File: src/rtl/div_pkg.sv
// Shared types and constants for the sequential radix-2 divider.
package div_pkg;

    localparam int DIV_WIDTH_DEFAULT = 32;

    typedef enum logic [2:0] {
        IDLE,
        PREP,
        ITER,
        FIX,
        DONE
    } div_state_e;

    function automatic int div_cnt_width(input int width);
        return (width < 2) ? 1 : $clog2(width);
    endfunction

    localparam int DIV_CNT_W = div_cnt_width(DIV_WIDTH_DEFAULT);

endpackage

File: src/rtl/div_seq_ctrl_if.sv
// Core <-> divider request/result bundle; `rem` exists only when DIV_REMAINDER_EN is defined.
interface div_seq_ctrl_if
    import div_pkg::*;
#(
    parameter int WIDTH = DIV_WIDTH_DEFAULT
);

    logic             start;
    logic             is_signed;
    logic [WIDTH-1:0] rn;
    logic [WIDTH-1:0] rm;
    logic             busy;
    logic             done;
    logic [WIDTH-1:0] y;
    logic             div_by_zero;
`ifdef DIV_REMAINDER_EN
    logic [WIDTH-1:0] rem;

    modport master (
        output start, is_signed, rn, rm,
        input  busy, done, y, div_by_zero, rem
    );

    modport slave (
        input  start, is_signed, rn, rm,
        output busy, done, y, div_by_zero, rem
    );
`else
    modport master (
        output start, is_signed, rn, rm,
        input  busy, done, y, div_by_zero
    );

    modport slave (
        input  start, is_signed, rn, rm,
        output busy, done, y, div_by_zero
    );
`endif

endinterface

File: src/rtl/div_abs.sv
// Conditional two's-complement negate, used for operand magnitudes and result sign fix.
module div_abs
    import div_pkg::*;
#(
    parameter int WIDTH = DIV_WIDTH_DEFAULT
) (
    input  logic [WIDTH-1:0] i_in,
    input  logic             i_neg_en,
    output logic [WIDTH-1:0] o_out
);

    assign o_out = i_neg_en ? -i_in : i_in;

endmodule

File: src/rtl/div_seq_ctrl.sv
// Iterative restoring divider controller, one quotient bit per cycle.
// Optional remainder output enabled by defining DIV_REMAINDER_EN.
module div_seq_ctrl
    import div_pkg::*;
#(
    parameter int WIDTH = DIV_WIDTH_DEFAULT
) (
    input logic           clk,
    input logic           reset,
    div_seq_ctrl_if.slave bus
);

    localparam int             CNT_W     = div_cnt_width(WIDTH);
    localparam logic [CNT_W-1:0] LAST_ITER = CNT_W'(WIDTH - 1);

    div_state_e       r_state;
    div_state_e       w_next_state;

    logic             r_signed;
    logic             r_q_neg;
    logic             r_r_neg;
    logic             r_dz;
    logic             r_dbz;
    logic [WIDTH-1:0] r_rn;
    logic [WIDTH-1:0] r_rm;
    logic [WIDTH-1:0] r_rm_mag;
    logic [WIDTH-1:0] r_rem;
    logic [WIDTH-1:0] r_quo;
    logic [WIDTH-1:0] r_y;
    logic [CNT_W-1:0] r_cnt;

    logic [WIDTH-1:0] w_rn_mag;
    logic [WIDTH-1:0] w_rm_mag;
    logic [WIDTH-1:0] w_y_fix;
    logic [WIDTH-1:0] w_diff;
    logic [WIDTH:0]   w_shift;
    logic             w_ge;
    logic             w_rm_zero;

    div_abs #(.WIDTH(WIDTH)) u_abs_rn (
        .i_in     (r_rn),
        .i_neg_en (r_r_neg),
        .o_out    (w_rn_mag)
    );

    div_abs #(.WIDTH(WIDTH)) u_abs_rm (
        .i_in     (r_rm),
        .i_neg_en (r_signed & r_rm[WIDTH-1]),
        .o_out    (w_rm_mag)
    );

    div_abs #(.WIDTH(WIDTH)) u_abs_quo (
        .i_in     (r_quo),
        .i_neg_en (r_q_neg),
        .o_out    (w_y_fix)
    );

`ifdef DIV_REMAINDER_EN
    logic [WIDTH-1:0] r_rem_out;
    logic [WIDTH-1:0] w_rem_fix;

    // Remainder takes the dividend's sign so that y*rm + rem == rn.
    div_abs #(.WIDTH(WIDTH)) u_abs_rem (
        .i_in     (r_rem),
        .i_neg_en (r_r_neg),
        .o_out    (w_rem_fix)
    );

    assign bus.rem = r_rem_out;
`endif

    assign w_rm_zero = (r_rm == '0);

    // The shifted-in partial remainder needs WIDTH+1 bits; the low WIDTH bits of the
    // difference are exact whenever the trial succeeds, since the result is below |rm|.
    assign w_shift = {r_rem, r_quo[WIDTH-1]};
    assign w_ge    = (w_shift >= {1'b0, r_rm_mag});
    assign w_diff  = w_shift[WIDTH-1:0] - r_rm_mag;

    assign bus.y           = r_y;
    assign bus.div_by_zero = r_dbz;

    // NOTE: sequential state uses non-blocking (<=) so every register samples
    // pre-edge values regardless of statement order.
    always_ff @(posedge clk or posedge reset) begin
        if (reset) begin
            r_state <= IDLE;
        end else begin
            r_state <= w_next_state;
        end
    end

    // NOTE: every output of this block gets a default first, so no path can
    // leave a signal unassigned and infer a latch.
    always_comb begin
        w_next_state = r_state;
        bus.busy     = 1'b1;
        bus.done     = 1'b0;
        case (r_state)
            IDLE: begin
                bus.busy = 1'b0;
                if (bus.start) begin
                    w_next_state = PREP;
                end
            end
            PREP: w_next_state = w_rm_zero ? FIX : ITER;
            ITER: begin
                if (r_cnt == LAST_ITER) begin
                    w_next_state = FIX;
                end
            end
            FIX:  w_next_state = DONE;
            DONE: begin
                bus.done     = 1'b1;
                w_next_state = IDLE;
            end
            default: w_next_state = IDLE;
        endcase
    end

    always_ff @(posedge clk or posedge reset) begin
        if (reset) begin
            r_signed  <= 1'b0;
            r_q_neg   <= 1'b0;
            r_r_neg   <= 1'b0;
            r_dz      <= 1'b0;
            r_dbz     <= 1'b0;
            r_rn      <= '0;
            r_rm      <= '0;
            r_rm_mag  <= '0;
            r_rem     <= '0;
            r_quo     <= '0;
            r_y       <= '0;
            r_cnt     <= '0;
`ifdef DIV_REMAINDER_EN
            r_rem_out <= '0;
`endif
        end else begin
            case (r_state)
                IDLE: begin
                    if (bus.start) begin
                        r_signed <= bus.is_signed;
                        r_rn     <= bus.rn;
                        r_rm     <= bus.rm;
                        r_q_neg  <= bus.is_signed & (bus.rn[WIDTH-1] ^ bus.rm[WIDTH-1]);
                        r_r_neg  <= bus.is_signed & bus.rn[WIDTH-1];
                    end
                end
                PREP: begin
                    r_rm_mag <= w_rm_mag;
                    r_cnt    <= '0;
                    r_dz     <= w_rm_zero;
                    // A zero divisor skips iteration; parking |rn| in the remainder
                    // makes the sign fix hand back rn unchanged.
                    if (w_rm_zero) begin
                        r_quo <= '0;
                        r_rem <= w_rn_mag;
                    end else begin
                        r_quo <= w_rn_mag;
                        r_rem <= '0;
                    end
                end
                ITER: begin
                    r_rem <= w_ge ? w_diff : w_shift[WIDTH-1:0];
                    r_quo <= {r_quo[WIDTH-2:0], w_ge};
                    r_cnt <= r_cnt + CNT_W'(1);
                end
                FIX: begin
                    r_y       <= w_y_fix;
                    r_dbz     <= r_dz;
`ifdef DIV_REMAINDER_EN
                    r_rem_out <= w_rem_fix;
`endif
                end
                default: ;
            endcase
        end
    end

endmodule

File: src/flat_wrapper.sv
// flat-port wrapper written by rule: the top's interface ports become plain ports
module div_seq_ctrl_flat import div_pkg::*;
#(
    parameter int WIDTH = DIV_WIDTH_DEFAULT
)
  (clk, reset, bus_start, bus_is_signed, bus_rn, bus_rm, bus_busy, bus_done, bus_y, bus_div_by_zero);
  div_seq_ctrl_if #(.WIDTH(WIDTH)) bus_i ();
  input logic clk;
  input logic reset;
  input wire logic [$bits(bus_i.start)-1:0] bus_start;
  input wire logic [$bits(bus_i.is_signed)-1:0] bus_is_signed;
  input wire logic [$bits(bus_i.rn)-1:0] bus_rn;
  input wire logic [$bits(bus_i.rm)-1:0] bus_rm;
  output wire logic [$bits(bus_i.busy)-1:0] bus_busy;
  output wire logic [$bits(bus_i.done)-1:0] bus_done;
  output wire logic [$bits(bus_i.y)-1:0] bus_y;
  output wire logic [$bits(bus_i.div_by_zero)-1:0] bus_div_by_zero;
  assign bus_i.start = bus_start;
  assign bus_i.is_signed = bus_is_signed;
  assign bus_i.rn = bus_rn;
  assign bus_i.rm = bus_rm;
  assign bus_busy = bus_i.busy;
  assign bus_done = bus_i.done;
  assign bus_y = bus_i.y;
  assign bus_div_by_zero = bus_i.div_by_zero;
  div_seq_ctrl #(.WIDTH(WIDTH)) u_core (.clk(clk), .reset(reset), .bus(bus_i));
endmodule
File: config.mk
export PLATFORM = sky130hd
export DESIGN_NAME = div_seq_ctrl_flat
export DESIGN_NICKNAME = d
export VERILOG_FILES = /design/src/rtl/div_pkg.sv /design/src/rtl/div_seq_ctrl_if.sv /design/src/rtl/div_abs.sv /design/src/rtl/div_seq_ctrl.sv /design/src/flat_wrapper.sv
export SDC_FILE = /design/constraint.sdc
export NUM_CORES = 1
export LEC_CHECK = 0
export CAP_MARGIN = 20
export CORE_ASPECT_RATIO = 1.4
export CORE_MARGIN = 8
export CORE_UTILIZATION = 28
export DETAILED_ROUTE_END_ITERATION = 8
export GPL_TIMING_DRIVEN = 0
export PLACE_DENSITY = 0.44
export SLEW_MARGIN = 20
export SYNTH_ARGS = -nofsm -noshare
export SYNTH_HDL_FRONTEND = slang
export SYNTH_SLANG_ARGS = --single-unit
File: constraint.sdc
create_clock -name clk -period 9.8 [get_ports clk]
set_input_delay 1.96 -clock clk [delete_from_list [all_inputs] [get_ports clk]]
set_output_delay 1.96 -clock clk [all_outputs]
set_load 0.01 [all_outputs]
==> flow_metrics.py <==
metrics = {
    "run_status": {
        "status": "finished clean",
    },
    "min_path": {
        "timing.hold.worst.class": "reg2reg",
        "timing.hold.worst_endpoint": "u_core.bus.y[16]",
        "holdCritStartpoint": "u_core.bus.y[16]",
        "min_path_cells": 2,
    },
    "placed_design": {
        "placedCellCount": 1970,
        "io_buffer_count": 102,
        "final_weighted_congestion_of_routability_driven_global_placement": 0.877,
        "dp_worst_setup_slack_ns": 4.89,
        "dp_hpwl_um": 31100,
    },
    "clock_network": {
        "cts.reportedPaths.clkPinSlew_ns": 0.06,
        "cts_resized": 0,
        "clock_tree.root_cell": "clkbuf_16",
        "cts_tree": "built",
        "clkLatencyLatePin_ns": 0.54,
        "cts_num_sinks": 205,
        "cts_post_setup_buffers_inserted": 0,
        "htree_num_levels": 1,
        "cts_made_buffers": 24,
        "cts_hold_repair.buffers": 0,
        "maximum_clock_path_buffer_count": 3,
    },
    "drt": {
        "wirelength_per_cell_um": 19.4,
        "routed_wl_um": 39000,
        "post_drt_antenna_nets": 0,
        "dr_total_vias": 10007,
        "drc": 0,
        "drt_pass1_iterations": 6,
        "number_of_drc_markers_after_the_initial_detailed_route_iteration": 442,
        "routed_via_density": 4.97,
    },
    "final_layout": {
        "synthToLayoutAreaGrowth_pct": 21.9,
        "area.sequential_um2": 5130,
        "fillCellCount": 4475,
        "finish.net_count": 1550,
        "fin_cells": 2013,
        "final_layout_size_suffix_gt1_frac": 0.0862,
        "insertedDiodeCount": 0,
        "multiInputGateArea_um2": 6420,
    },
    "floorplan": {
        "placeableCoreArea_um2": 42800,
        "number_of_rows_created_at_floorplan": 90,
        "die_width_um": 191,
        "i_o_pin_cnt": 103,
        "initial_util": 0.282,
        "fp.dieArea_um2": 50100,
        "die_h_um": 262,
    },
    "worst_setup_path": {
        "cpMostUsedCell": "clkbuf_1",
        "worst_path_max_delay_cell": "clkbuf_1",
        "worstSetupPathType": "in2reg",
        "crit_required_ns": 10.21,
        "r2r-end": "u_core.r_rem[19]",
        "crit_reg_reg_startpoint": "u_core.r_rem[3]",
        "end_kind": "flop",
        "crit_path_cell_trace": "clkdlybuf4s50_1, inv_1, nor2_1, clkbuf_1, clkbuf_1, mux2_2",
        "worst-path-stages": 6,
        "largest_stage_delay_on_the_critical_path_ns": 0.79,
        "worstSetupStartpointType": "input pin",
        "path_delay_family": "buffers and inverters",
        "worstPathArrival_ns": 4.69,
        "timing.critical_path.fanout_max": 10,
        "cp.buffers_inverters": 4,
        "r2r_cells": 10,
        "regToRegSetupSlack_ns": 6.11,
    },
    "timing": {
        "timing.final.crit_period_ns": 4.28,
        "max_slew.worst_pin.slew_ns": 0.966,
        "worst_max_slew_margin_expressed_relative_to_the_limit": 0.356,
        "final_critical_path_setup_slack_ns": 5.52,
        "max_freq_mhz": 234,
        "setup_repair_after_global_routing_missed_its_margin": "no",
        "setup-tns-final_ns": 0,
        "timing.final.max_slew_violations": 0,
        "setup_viol": 0,
        "hold_violations": 0,
        "min_period_over_period": 0.437,
        "finClkSkew_ns": 0.0159,
        "fin_worst_hold_slack_ns": 0.474,
    },
    "power_and_ir_drop": {
        "combinationalPowerShare": 0.548,
        "power.share.clock": 0.168,
        "fraction_of_power_spent_switching_nets": 0.458,
        "worst_ir_drop_vdd_v": 0.000134,
        "switching_power_mw": 2.72,
        "share_seq_of_total_power": 0.285,
        "power_per_cell_area_nw_per_um2": 404,
        "power.static_leakage_nw": 6.00,
        "intPower_mw": 3.22,
    },
    "synthesis": {
        "syn-instance-count": 1314,
        "yosys_register_bits": 205,
        "postSynth.asyncResetShare": 1.00,
        "syn_avg_cell_area_um2": 9.18,
        "post_synth_instance_area_um2": 12100,
        "synth.yosys.seq_area_share": 0.425,
        "syn_warnings": 0,
        "synth_cell_type_count": 66,
        "synth_nets": 1420,
        "synthMostInstantiatedCell": "dfrtp_1",
        "synth-main-ff-cell": "dfrtp_1",
        "netlist_top_cells_area": "dfrtp_1 43%, o21ai_0 6.1%, mux2_2 5.8%, xor2_1 5.7%, nand2_1 4.8%",
        "netlist.area_leader.share": 0.425,
        "synth_edf_count": 0,
        "synth_top_cells_by_count": "205 x dfrtp_1, 154 x nand2_1, 147 x o21ai_0",
        "synth_area_leader_cell": "dfrtp_1",
    },
    "global_route": {
        "grt_pass1_vias": 10626,
        "grt.overflow.total": 0,
        "grt_first_pass_wirelength_um": 61100,
        "grt_start_max_net_pins": 74,
        "initial_antenna_violation_count": 0,
        "global_route_usage_sum": 0.155,
    },
    "run": {
        "max_cap_violations": 0,
    },
}
-- power groups by stage --
stage,Clock (mW),Sequential [mW],Combinational (mW)
after CTS,1.03,1.69,3.29
after global placement,0,1.69,3.25
final,0.996,1.69,3.25
after floorplan,0,1.58,2.34
after detailed placement,0,1.70,3.28
after global routing,1.06,1.75,3.66
-- stage by stage --
stage	util	instance area, um^2	power [mW]
2_1_floorplan	-	12100	3.92
3_3_place_gp	0.322	13800	4.94
3_5_place_dp	0.323	13800	4.98
4_1_cts	0.344	14700	6.01
5_1_grt	0.344	14700	6.47
6_report	0.344	14700	5.94
-- layout by cell type, fill, tap and decap left out, types with 5 or more instances in the layout --
master	n
mux2i_1	9
o41ai_1	11
o21a_1	5
xnor2_1	33
or4_1	6
a21oi_1	70
or3_1	12
nor3_1	28
a21o_1	11
dfrtp_1	205
and2_1	6
a211oi_1	26
nand2_1	154
nand3b_1	5
nor4_1	10
nor2_1	63
nand3_1	29
buf_2	9
o21bai_1	6
nand4_1	18
o21ai_0	147
inv_1	57
o31ai_1	28
clkdlybuf4s50_1	102
a22oi_1	31
clkbuf_16	25
a31oi_1	15
and3_1	7
ha_1	37
mux2_2	62
clkbuf_1	70
clkbuf_8	7
nor2b_1	7
nand2b_1	8
xor2_1	79
o211ai_1	5
-- worst max path at each step --
stage                                        end  slack (ns)  startpoint
final                             u_core.r_rn[4]        5.52   bus_start
after CTS                         u_core.r_rn[4]        5.45   bus_start
after floorplan           u_core.bus.div_by_zero        2.24       reset
after global routing              u_core.r_rn[4]        5.35   bus_start
after detailed placement          u_core.r_rn[4]        4.89   bus_start
after global placement           u_core.r_rm[26]       -1.01       reset
-- tightest hold or removal path: cells and delay by family (launching register included) --
family             cells  cell delay [ns]
AOI/OAI and AO/OA      1             0.06
DFF                    1             0.34
and+or+nand+nor        1             0.04
-- layout make-up --
class                           instances  area share
Buffer                                 74      0.0202
Inverter                               58      0.0153
Timing Repair Buffer                  104      0.0732
Clock inverter                          4     0.00817
Multi-Input combinational cell        977       0.437
Tap cell                              552      0.0470
Clock buffer                           39      0.0509
Sequential cell                       205       0.349
-- state kept, by name, summed over array words and instances (netlist names) --
signal                  cells
u_core.r_rm_mag            32
u_core.r_q_neg              1
u_core.r_dz                 1
u_core.r_r_neg              1
u_core.r_rn                32
u_core.r_rem               32
u_core.r_quo               32
u_core.bus.div_by_zero      1
u_core.r_signed             1
u_core.bus.y               32
u_core.r_rm                32
u_core.r_cnt                5
u_core.r_state              3
-- cell families after synthesis --
family,after synthesis,synth area share
mux,71,0.0653
simple gates,373,0.149
compound gates,383,0.196
fa+ha+maj,38,0.0400
xor+xnor,112,0.0813
buf+inv,132,0.0426
flops,205,0.425
-- routing by layer --
layer	track usage	share of wire	wire length, um	vias to the layer above
met5	0	0	0	-
li1	-	-	-	4997
met4	0.0583	0.030	1180	0
met3	0.0192	0.038	1480	57
met2	0.287	0.52	20300	197
met1	0.178	0.41	16000	4756
(Power assumes the default switching activity.)
